<file path="src/rtl/infer_sched_if.sv">
// Bundle of request, engine, result and status signals for the inference scheduler.
// slave is the scheduler side; master is the requester/engine side.
interface infer_sched_if #(
  parameter int DATA_WIDTH = 13,
  parameter int ADDR_WIDTH = 16,
  parameter int TAG_WIDTH  = 8
);
  logic                         req_valid;
  logic                         req_ready;
  logic        [ADDR_WIDTH-1:0] req_base;
  logic        [TAG_WIDTH-1:0]  req_tag;

  logic                         eng_start;
  logic                         eng_reset;
  logic                         eng_done;
  logic        [ADDR_WIDTH-1:0] eng_addr;
  logic        [ADDR_WIDTH-1:0] mem_addr;
  logic        [3:0]            eng_out_idx;
  logic signed [DATA_WIDTH-1:0] eng_out;

  logic                         res_valid;
  logic                         res_ready;
  logic        [3:0]            res_class;
  logic signed [DATA_WIDTH-1:0] res_score;
  logic        [TAG_WIDTH-1:0]  res_tag;
  logic                         res_err;

  logic                         busy;
  logic        [15:0]           done_cnt;

  modport slave (
    input  req_valid, req_base, req_tag,
    input  eng_done, eng_addr, eng_out,
    input  res_ready,
    output req_ready,
    output eng_start, eng_reset, mem_addr, eng_out_idx,
    output res_valid, res_class, res_score, res_tag, res_err,
    output busy, done_cnt
  );

  modport master (
    output req_valid, req_base, req_tag,
    output eng_done, eng_addr, eng_out,
    output res_ready,
    input  req_ready,
    input  eng_start, eng_reset, mem_addr, eng_out_idx,
    input  res_valid, res_class, res_score, res_tag, res_err,
    input  busy, done_cnt
  );
endinterface

</file>
<file path="src/rtl/infer_sched.sv">
// Inference scheduler: runs one engine job per request, scans 10 scores for the argmax, returns it.
// Optional engine watchdog enabled by defining INFER_TIMEOUT_EN.
module infer_sched #(
  parameter int DATA_WIDTH  = 13,
  parameter int ADDR_WIDTH  = 16,
  parameter int TAG_WIDTH   = 8,
  parameter int TIMEOUT_CYC = 65535
) (
  input logic         clk,
  input logic         rst,
  infer_sched_if.slave bus
);

  typedef enum logic [2:0] {
    S_IDLE,
    S_CLR,
    S_START,
    S_WAIT,
    S_SCAN,
    S_RESP
  } state_t;

  state_t                       r_state;
  state_t                       w_nextState;
  logic        [ADDR_WIDTH-1:0] r_base;
  logic        [TAG_WIDTH-1:0]  r_tag;
  logic        [3:0]            r_idx;
  logic        [3:0]            r_bestIdx;
  logic signed [DATA_WIDTH-1:0] r_bestScore;
  logic                         r_err;
  logic        [15:0]           r_doneCnt;
  logic                         w_timeout;
  logic                         w_inResp;

`ifdef INFER_TIMEOUT_EN
  logic [15:0] r_wdog;

  // Watchdog restarts every time WAIT is entered (START always precedes WAIT).
  always_ff @(posedge clk) begin
    if (!rst) begin
      r_wdog <= '0;
    end else if (r_state == S_START) begin
      r_wdog <= '0;
    end else if (r_state == S_WAIT) begin
      r_wdog <= r_wdog + 16'd1;
    end
  end

  assign w_timeout = (r_state == S_WAIT) && !bus.eng_done &&
                     (r_wdog == 16'(TIMEOUT_CYC - 1));
`else
  if (TIMEOUT_CYC < 1) begin : g_badTimeoutCfg
  end

  assign w_timeout = 1'b0;
`endif

  always_comb begin
    w_nextState = r_state;
    case (r_state)
      S_IDLE:  if (bus.req_valid) w_nextState = S_CLR;
      S_CLR:   w_nextState = S_START;
      S_START: w_nextState = S_WAIT;
      S_WAIT: begin
        if (bus.eng_done) begin
          w_nextState = S_SCAN;
        end else if (w_timeout) begin
          w_nextState = S_RESP;
        end
      end
      S_SCAN:  if (r_idx == 4'd9) w_nextState = S_RESP;
      S_RESP:  if (bus.res_ready) w_nextState = S_IDLE;
      default: w_nextState = S_IDLE;
    endcase
  end

  // Datapath: capture on accept, argmax during SCAN, count completions on result handshake.
  always_ff @(posedge clk) begin
    if (!rst) begin
      r_state     <= S_IDLE;
      r_base      <= '0;
      r_tag       <= '0;
      r_idx       <= '0;
      r_bestIdx   <= '0;
      r_bestScore <= '0;
      r_err       <= 1'b0;
      r_doneCnt   <= '0;
    end else begin
      r_state <= w_nextState;
      case (r_state)
        S_IDLE: begin
          if (bus.req_valid) begin
            r_base <= bus.req_base;
            r_tag  <= bus.req_tag;
            r_err  <= 1'b0;
          end
        end
        S_WAIT: begin
          r_idx <= '0;
          if (!bus.eng_done && w_timeout) begin
            r_err       <= 1'b1;
            r_bestIdx   <= '0;
            r_bestScore <= '0;
          end
        end
        S_SCAN: begin
          r_idx <= r_idx + 4'd1;
          // Strictly-greater keeps the lowest index on ties.
          if ((r_idx == 4'd0) || ($signed(bus.eng_out) > r_bestScore)) begin
            r_bestIdx   <= r_idx;
            r_bestScore <= bus.eng_out;
          end
        end
        S_RESP: begin
          if (bus.res_ready) r_doneCnt <= r_doneCnt + 16'd1;
        end
        default: ;
      endcase
    end
  end

  assign w_inResp = (r_state == S_RESP);

  assign bus.req_ready   = rst && (r_state == S_IDLE);
  assign bus.eng_reset   = rst && ((r_state == S_CLR) || w_timeout);
  assign bus.eng_start   = rst && (r_state == S_START);
  assign bus.mem_addr    = bus.eng_addr + r_base;
  assign bus.eng_out_idx = (r_state == S_SCAN) ? r_idx : 4'd0;
  assign bus.res_valid   = w_inResp;
  assign bus.res_class   = w_inResp ? r_bestIdx : 4'd0;
  assign bus.res_score   = w_inResp ? r_bestScore : '0;
  assign bus.res_tag     = w_inResp ? r_tag : '0;
  assign bus.res_err     = w_inResp && r_err;
  assign bus.busy        = (r_state != S_IDLE);
  assign bus.done_cnt    = r_doneCnt;

endmodule

</file>
<file path="src/flat_wrapper.sv">
// flat-port wrapper written by rule: the top's interface ports become plain ports
module infer_sched_flat 
#(
  parameter int DATA_WIDTH  = 13,
  parameter int ADDR_WIDTH  = 16,
  parameter int TAG_WIDTH   = 8,
  parameter int TIMEOUT_CYC = 65535
)
  (clk, rst, bus_req_valid, bus_req_base, bus_req_tag, bus_eng_done, bus_eng_addr, bus_eng_out, bus_res_ready, bus_req_ready, bus_eng_start, bus_eng_reset, bus_mem_addr, bus_eng_out_idx, bus_res_valid, bus_res_class, bus_res_score, bus_res_tag, bus_res_err, bus_busy, bus_done_cnt);
  infer_sched_if #(.DATA_WIDTH(DATA_WIDTH), .ADDR_WIDTH(ADDR_WIDTH), .TAG_WIDTH(TAG_WIDTH)) bus_i ();
  input logic clk;
  input logic rst;
  input wire logic [$bits(bus_i.req_valid)-1:0] bus_req_valid;
  input wire logic [$bits(bus_i.req_base)-1:0] bus_req_base;
  input wire logic [$bits(bus_i.req_tag)-1:0] bus_req_tag;
  input wire logic [$bits(bus_i.eng_done)-1:0] bus_eng_done;
  input wire logic [$bits(bus_i.eng_addr)-1:0] bus_eng_addr;
  input wire logic [$bits(bus_i.eng_out)-1:0] bus_eng_out;
  input wire logic [$bits(bus_i.res_ready)-1:0] bus_res_ready;
  output wire logic [$bits(bus_i.req_ready)-1:0] bus_req_ready;
  output wire logic [$bits(bus_i.eng_start)-1:0] bus_eng_start;
  output wire logic [$bits(bus_i.eng_reset)-1:0] bus_eng_reset;
  output wire logic [$bits(bus_i.mem_addr)-1:0] bus_mem_addr;
  output wire logic [$bits(bus_i.eng_out_idx)-1:0] bus_eng_out_idx;
  output wire logic [$bits(bus_i.res_valid)-1:0] bus_res_valid;
  output wire logic [$bits(bus_i.res_class)-1:0] bus_res_class;
  output wire logic [$bits(bus_i.res_score)-1:0] bus_res_score;
  output wire logic [$bits(bus_i.res_tag)-1:0] bus_res_tag;
  output wire logic [$bits(bus_i.res_err)-1:0] bus_res_err;
  output wire logic [$bits(bus_i.busy)-1:0] bus_busy;
  output wire logic [$bits(bus_i.done_cnt)-1:0] bus_done_cnt;
  assign bus_i.req_valid = bus_req_valid;
  assign bus_i.req_base = bus_req_base;
  assign bus_i.req_tag = bus_req_tag;
  assign bus_i.eng_done = bus_eng_done;
  assign bus_i.eng_addr = bus_eng_addr;
  assign bus_i.eng_out = bus_eng_out;
  assign bus_i.res_ready = bus_res_ready;
  assign bus_req_ready = bus_i.req_ready;
  assign bus_eng_start = bus_i.eng_start;
  assign bus_eng_reset = bus_i.eng_reset;
  assign bus_mem_addr = bus_i.mem_addr;
  assign bus_eng_out_idx = bus_i.eng_out_idx;
  assign bus_res_valid = bus_i.res_valid;
  assign bus_res_class = bus_i.res_class;
  assign bus_res_score = bus_i.res_score;
  assign bus_res_tag = bus_i.res_tag;
  assign bus_res_err = bus_i.res_err;
  assign bus_busy = bus_i.busy;
  assign bus_done_cnt = bus_i.done_cnt;
  infer_sched #(.DATA_WIDTH(DATA_WIDTH), .ADDR_WIDTH(ADDR_WIDTH), .TAG_WIDTH(TAG_WIDTH), .TIMEOUT_CYC(TIMEOUT_CYC)) u_core (.clk(clk), .rst(rst), .bus(bus_i));
endmodule
</file>
<file path="config.mk">
export PLATFORM = sky130hd
export DESIGN_NAME = infer_sched_flat
export DESIGN_NICKNAME = d
export VERILOG_FILES = /design/src/rtl/infer_sched_if.sv /design/src/rtl/infer_sched.sv /design/src/flat_wrapper.sv
export SDC_FILE = /design/constraint.sdc
export NUM_CORES = 1
export LEC_CHECK = 0
export ABC_AREA = 1
export BUFFER_PORTS_ARGS = -buffer_cell sky130_fd_sc_hd__buf_4
export CAP_MARGIN = 20
export CORE_ASPECT_RATIO = 0.7
export CORE_MARGIN = 5
export CORE_UTILIZATION = 30
export DETAILED_ROUTE_END_ITERATION = 10
export GPL_ROUTABILITY_DRIVEN = 1
export PLACE_DENSITY = 0.62
export SYNTH_ARGS = -nofsm -noshare
export SYNTH_HDL_FRONTEND = slang
export SYNTH_SLANG_ARGS = --single-unit
</file>
<file path="constraint.sdc">
create_clock -name clk -period 3.75 [get_ports clk]
set_clock_uncertainty 0.2 [all_clocks]
set_input_delay 0 -clock clk [delete_from_list [all_inputs] [get_ports clk]]
set_output_delay 0 -clock clk [all_outputs]
set_load 0.02 [all_outputs]
</file>
; Word-level counts from Yosys, hierarchy flattened
; Cells that the tools add are included.
[word_totals]
input_bits = 58
elab_cells = 43
regBits = 64
output_inout_bits = 67
[classes]
addsub = 3
reduce_logical = 12
eq_ne = 10
n_lt_le_gt_ge = 1
mux = 10
[ops]
columns = operator, count
row1 = one-hot mux 3 bit (6 select lines), 1
row2 = adder 16 x 1 -> 16 bit (second input constant), 1
row3 = adder 16 bit, 1
row4 = greater-than comparator 13 bit, 1
row5 = 2-to-1 mux 13 bit, 1
row6 = 2-to-1 mux 3 bit, 4
row7 = 2-to-1 mux 4 bit, 2
row8 = 2-to-1 mux 8 bit, 1
row9 = one-hot mux 4 bit (2 select lines), 1
row10 = == test 3 x 2 -> 1 bit (second input constant), 2
row11 = == test 3 bit (second input constant), 2
row12 = inequality test 2 bit (second input constant), 3
row13 = AND reduction 2 bit, 3
row14 = adder 4 x 1 -> 4 bit (second input constant), 1
row15 = == test 4 bit (second input constant), 1
row16 = zero test 4 bit, 1
row17 = AND reduction 4 bit, 1
row18 = == test 3 x 1 -> 1 bit (second input constant), 1
row19 = logical AND 1 bit, 3
row20 = zero test 3 bit, 1
row21 = nonzero test 3 bit, 1
row22 = inequality test 2 x 1 -> 1 bit (second input constant), 1
row23 = nonzero test 2 bit, 1
row24 = logical OR 1 bit, 1

; Depth between registers and ports, before layout
[logic_depth]
word_depth = 3
mapped_depth = 15
depth_no_buf = 14

; Worst setup path after synthesis
; No wires, ideal clock.
[synth_path]
path_kind = flip-flop to output port
from = register u_core.r_base[0]
to = output bus_mem_addr[12]
t_required_ns = 3.550
stages_incl_launch_ff = 11
t_arrival_ns = 2.001
path_buffers = 0
path_slack_ns = 1.549
path_cell_list = dfxtp_1 > ha_1 > inv_1 > fa_1 > o21ai_0 > nand3_1 > nand2_1 > a21o_1 > nand3_1 > nand2_1 > xor2_1
[synth_via]
elab_chain_cells = 1
[synth_rtl]
columns = element, line_no
row1 = start: declaration, infer_sched.sv:25  ; logic [ADDR_WIDTH-1:0] r_base;
row2 = start signal: assignment, infer_sched.sv:93  ; r_base <= bus.req_base;
row3 = adder 16 bit, infer_sched.sv:127  ; assign bus.mem_addr = bus.eng_addr + r_base;
row4 = end: declaration, flat_wrapper.sv:23  ; output wire logic [$bits(bus_i.mem_addr)-1:0] bus_mem_addr;
; Every way passes these cells.

; Worst setup path after layout
; Ends and elaborated chain as after synthesis.

==> results.cfg <==
[status]
status = complete, no violations

[sta]
max_slew_margin_pct = 48.7
period_share_pct = 73.2
setup_viol = 0
grt_setup_unrepaired = no
worstMarginPinSlew_ps = 768
finalMaxSlewViolations = 0
tns_ps = 0
max_freq_mhz = 364
post-route-min-period_ps = 2750
hold_viol_final = 0

[die]
row_count = 34
die_y_um = 104
num_io_pins = 125
start_util_pct = 30.6
die_w_um = 145
dieArea_mm2 = 0.0151
core_mm2 = 0.0124

[clock_tree]
cts_max_level = 3
cts_tree = yes
clockBufferDepth = 2
cts.sinks = 64
clockRootBuffer = clkbuf_16
clkLatencyLatePin_ps = 330
numCtsBuffers = 9
clk_pin_slew_ps = 60

[pwr]
peakVddDrop_mv = 0.262
p_per_area_mw_per_mm2 = 557
leakagePower_nw = 2.64

[synthesis]
yosys.area_share.simple_pct = 23.4
avgSynthCellArea_um2 = 7.12
netlist_instances = 534
synth.distinct_cells = 37
synth.net_count = 625
synth_xor_xnor_area_share_pct = 3.46
synth_top_family_by_area = simple AND/OR/NAND/NOR gates
synth_edf_count = 0
syn_area_mm2 = 0.00380
yosys_most_used_dff = dfxtp_1
synth_fa_ha_area_share_pct = 11.1
synth.area.mux_share_pct = 0
ys_seq_area_share_pct = 33.7
yosysWarningCount = 0
synth-seq-cells = 64
async_reset_ff_share_pct = 0
synth_compound_area_share_pct = 17.9

[placed_design]
place.gp.congestion = 0.843
dp_hpwl_um = 8110
io_buffers = 123

[worst_setup_path]
rrSetupSlack_ps = 1460
cpPeakStageDelay_ps = 400
crit_path_end = bus_mem_addr[12]
slowest_stage = fa_1
critPathKind = reg2out
critPathBufInv = 2
path_cells = ha_1 > inv_1 > fa_1 > o21ai_0 > nand3_1 > nand2_1 > a21o_1 > nand3_1 > nand2_1 > xor2_1 > buf_4
crit_family = adder cells
crit_required_ps = 3550
reg2regPathDepth = 13
cp-startpoint = u_core.r_base[0]
r2r-end = u_core.r_bestScore[3]
r2r-start = u_core.r_bestScore[12]
worstPathMaxFanout = 4
crit_path_start_kind = flip-flop
endpoint_kind = primary output
cp.depth = 11
arrival_ps = 2550

[route]
drt_wl_total_um = 11400
avgRoutedWirePerCell_um = 12.9
drt-pass1-iter-count = 4
drtAntennaViolNets = 0
drt_first_iter_violations = 194
route.detailed.drc = 0
avgViaCountPerCell = 4.66
vias = 4115

[global_routing]
antenna_found_initial = 0
grt_usage_pct = 15.4
grt_overflow = 0
grt_first_pass_wirelength_um = 19200
grt_pass1_vias = 4149
grt_max_degree = 49

[final_layout]
drive_gt1_share_pct = 21.9
diodes = 0
final_nets = 807
regArea_mm2 = 0.00128
multi_input_area_mm2 = 0.00212
utilization_pct = 46.9
syn_to_final_growth_pct = 53.4
fillers = 1229

[worst_hold_path]
hp-class = in2reg

[run]
drv_cap = 0
worst min-delay path by stage:
stage / from / end / cells past startpoint
2_1_floorplan: rst / u_core.r_base[7] / 2
3_3_place_gp: bus_req_base[0] / u_core.r_base[0] / 3
3_5_place_dp: bus_req_base[10] / u_core.r_base[10] / 3
4_1_cts: bus_req_valid / u_core.r_state[2] / 4
5_1_grt: bus_req_valid / u_core.r_state[2] / 4
6_report: bus_req_valid / u_core.r_state[2] / 4
timing repair:
item | in CTS | in global routing
buffers inserted | 0 | 0
endpoints found under the hold margin | 51 | 0
resized for setup | 0 | 0
hold buffers | 64 | 0
cell families after synthesis:
logic type / count (synthesis)
fa+ha+maj: 33
flops: 64
xor+xnor: 15
buf+inv: 101
other cells: 1
simple gates: 192
compound gates: 128
sequential cells by signal, summed over array words and instances (netlist names):
signal and flops:
u_core.r_idx 4, u_core.bus.done_cnt 16, u_core.r_base 16, u_core.r_state 3, u_core.r_bestScore 13, u_core.r_tag 8, u_core.r_bestIdx 4
worst reg2reg max path, cell delays in order, from the launching register on:
cell and delay (ps):
dfxtp_1 320, inv_1 60, ha_1 320, nand2_1 90, inv_2 60, nand3_1 50
nor2_1 180, nand2_1 100, nand3_1 110, nand3_2 100, nand2_4 200, nand2_4 190
nand2_1 120, a21oi_1 70
layer usage:
layer	vias to the layer above	GRT usage, %	share of wire [%]
li1	2118	-	-
met1	1873	19.6	46
met2	112	25.4	47
met3	12	4.60	6.3
met4	0	3.93	1.1
met5	-	0	0
placed cells by master, fill, tap and decap left out, types with 2 or more instances in the layout:
master         netlist  routed
nor2_4               3       3
a21o_1               3       3
dlygate4sd3_1        0      64
nand2_4              3       3
bufinv_16            0       2
nor3_1               5       5
a211oi_1             2       2
nand2_1             80      80
nand2_2              2       2
a31oi_1              4       4
xnor2_1              4       4
clkbuf_16            0       9
xor2_1              11      11
a21oi_1             76      76
inv_2                3       3
o31ai_1              2       2
inv_1               77      77
nand3_1             37      37
o21ai_0             35      35
nor4_1               2       2
buf_4                4     126
nand4_1              4       4
o21a_1               5       5
dfxtp_1             64      64
ha_1                32      32
clkinv_1             2       2
nor2_1              49      49
clkinv_4             0       3
inv_6                0       2
cells in the mapped netlist, types with 2 or more instances:
cell type	count	area, um2
nand2_1	80	300
inv_1	77	289
a21oi_1	76	380
dfxtp_1	64	1280
nor2_1	49	184
nand3_1	37	185
o21ai_0	35	175
ha_1	32	400
clkbuf_1	12	45.0
xor2_1	11	96.3
nor3_1	5	25.0
o21a_1	5	37.5
a31oi_1	4	25.0
buf_4	4	30.0
nand4_1	4	25.0
xnor2_1	4	35.0
a21o_1	3	22.5
inv_2	3	11.3
nand2_4	3	33.8
nor2_4	3	33.8
a211oi_1	2	15.0
buf_2	2	10.0
clkinv_1	2	7.51
nand2_2	2	12.5
nor4_1	2	12.5
o31ai_1	2	15.0
stage by stage:
step                setup WS [ps]  power [mW]  instance area, um2  hold slack [ps]  std cells
floorplan                    1550        1.80                3800            -61.6        534
global placement             1410        2.22                4860             79.6        803
detailed placement           1380        2.25                4860             88.4        803
CTS                          1010        3.28                5830             18.3        883
global route                  803        3.49                5830             60.7        883
finish                       1000        3.25                5830             29.1        883
where the power goes:
part / internal (mW) / switching [mW] / total, mW
Combinational: 0.598 / 0.846 / 1.44
Clock: 0.590 / 0.327 / 0.917
Sequential: 0.810 / 0.0776 / 0.887
layout make-up:
cell class,instances,area share [%]
clock buffer,9,3.86
multi-input combinational,369,36.4
tap,162,3.48
inverter,82,5.28
clock inverter,7,1.78
timing repair buffer,190,27.2
sequential,64,22.0
(Power assumes the default switching activity.)
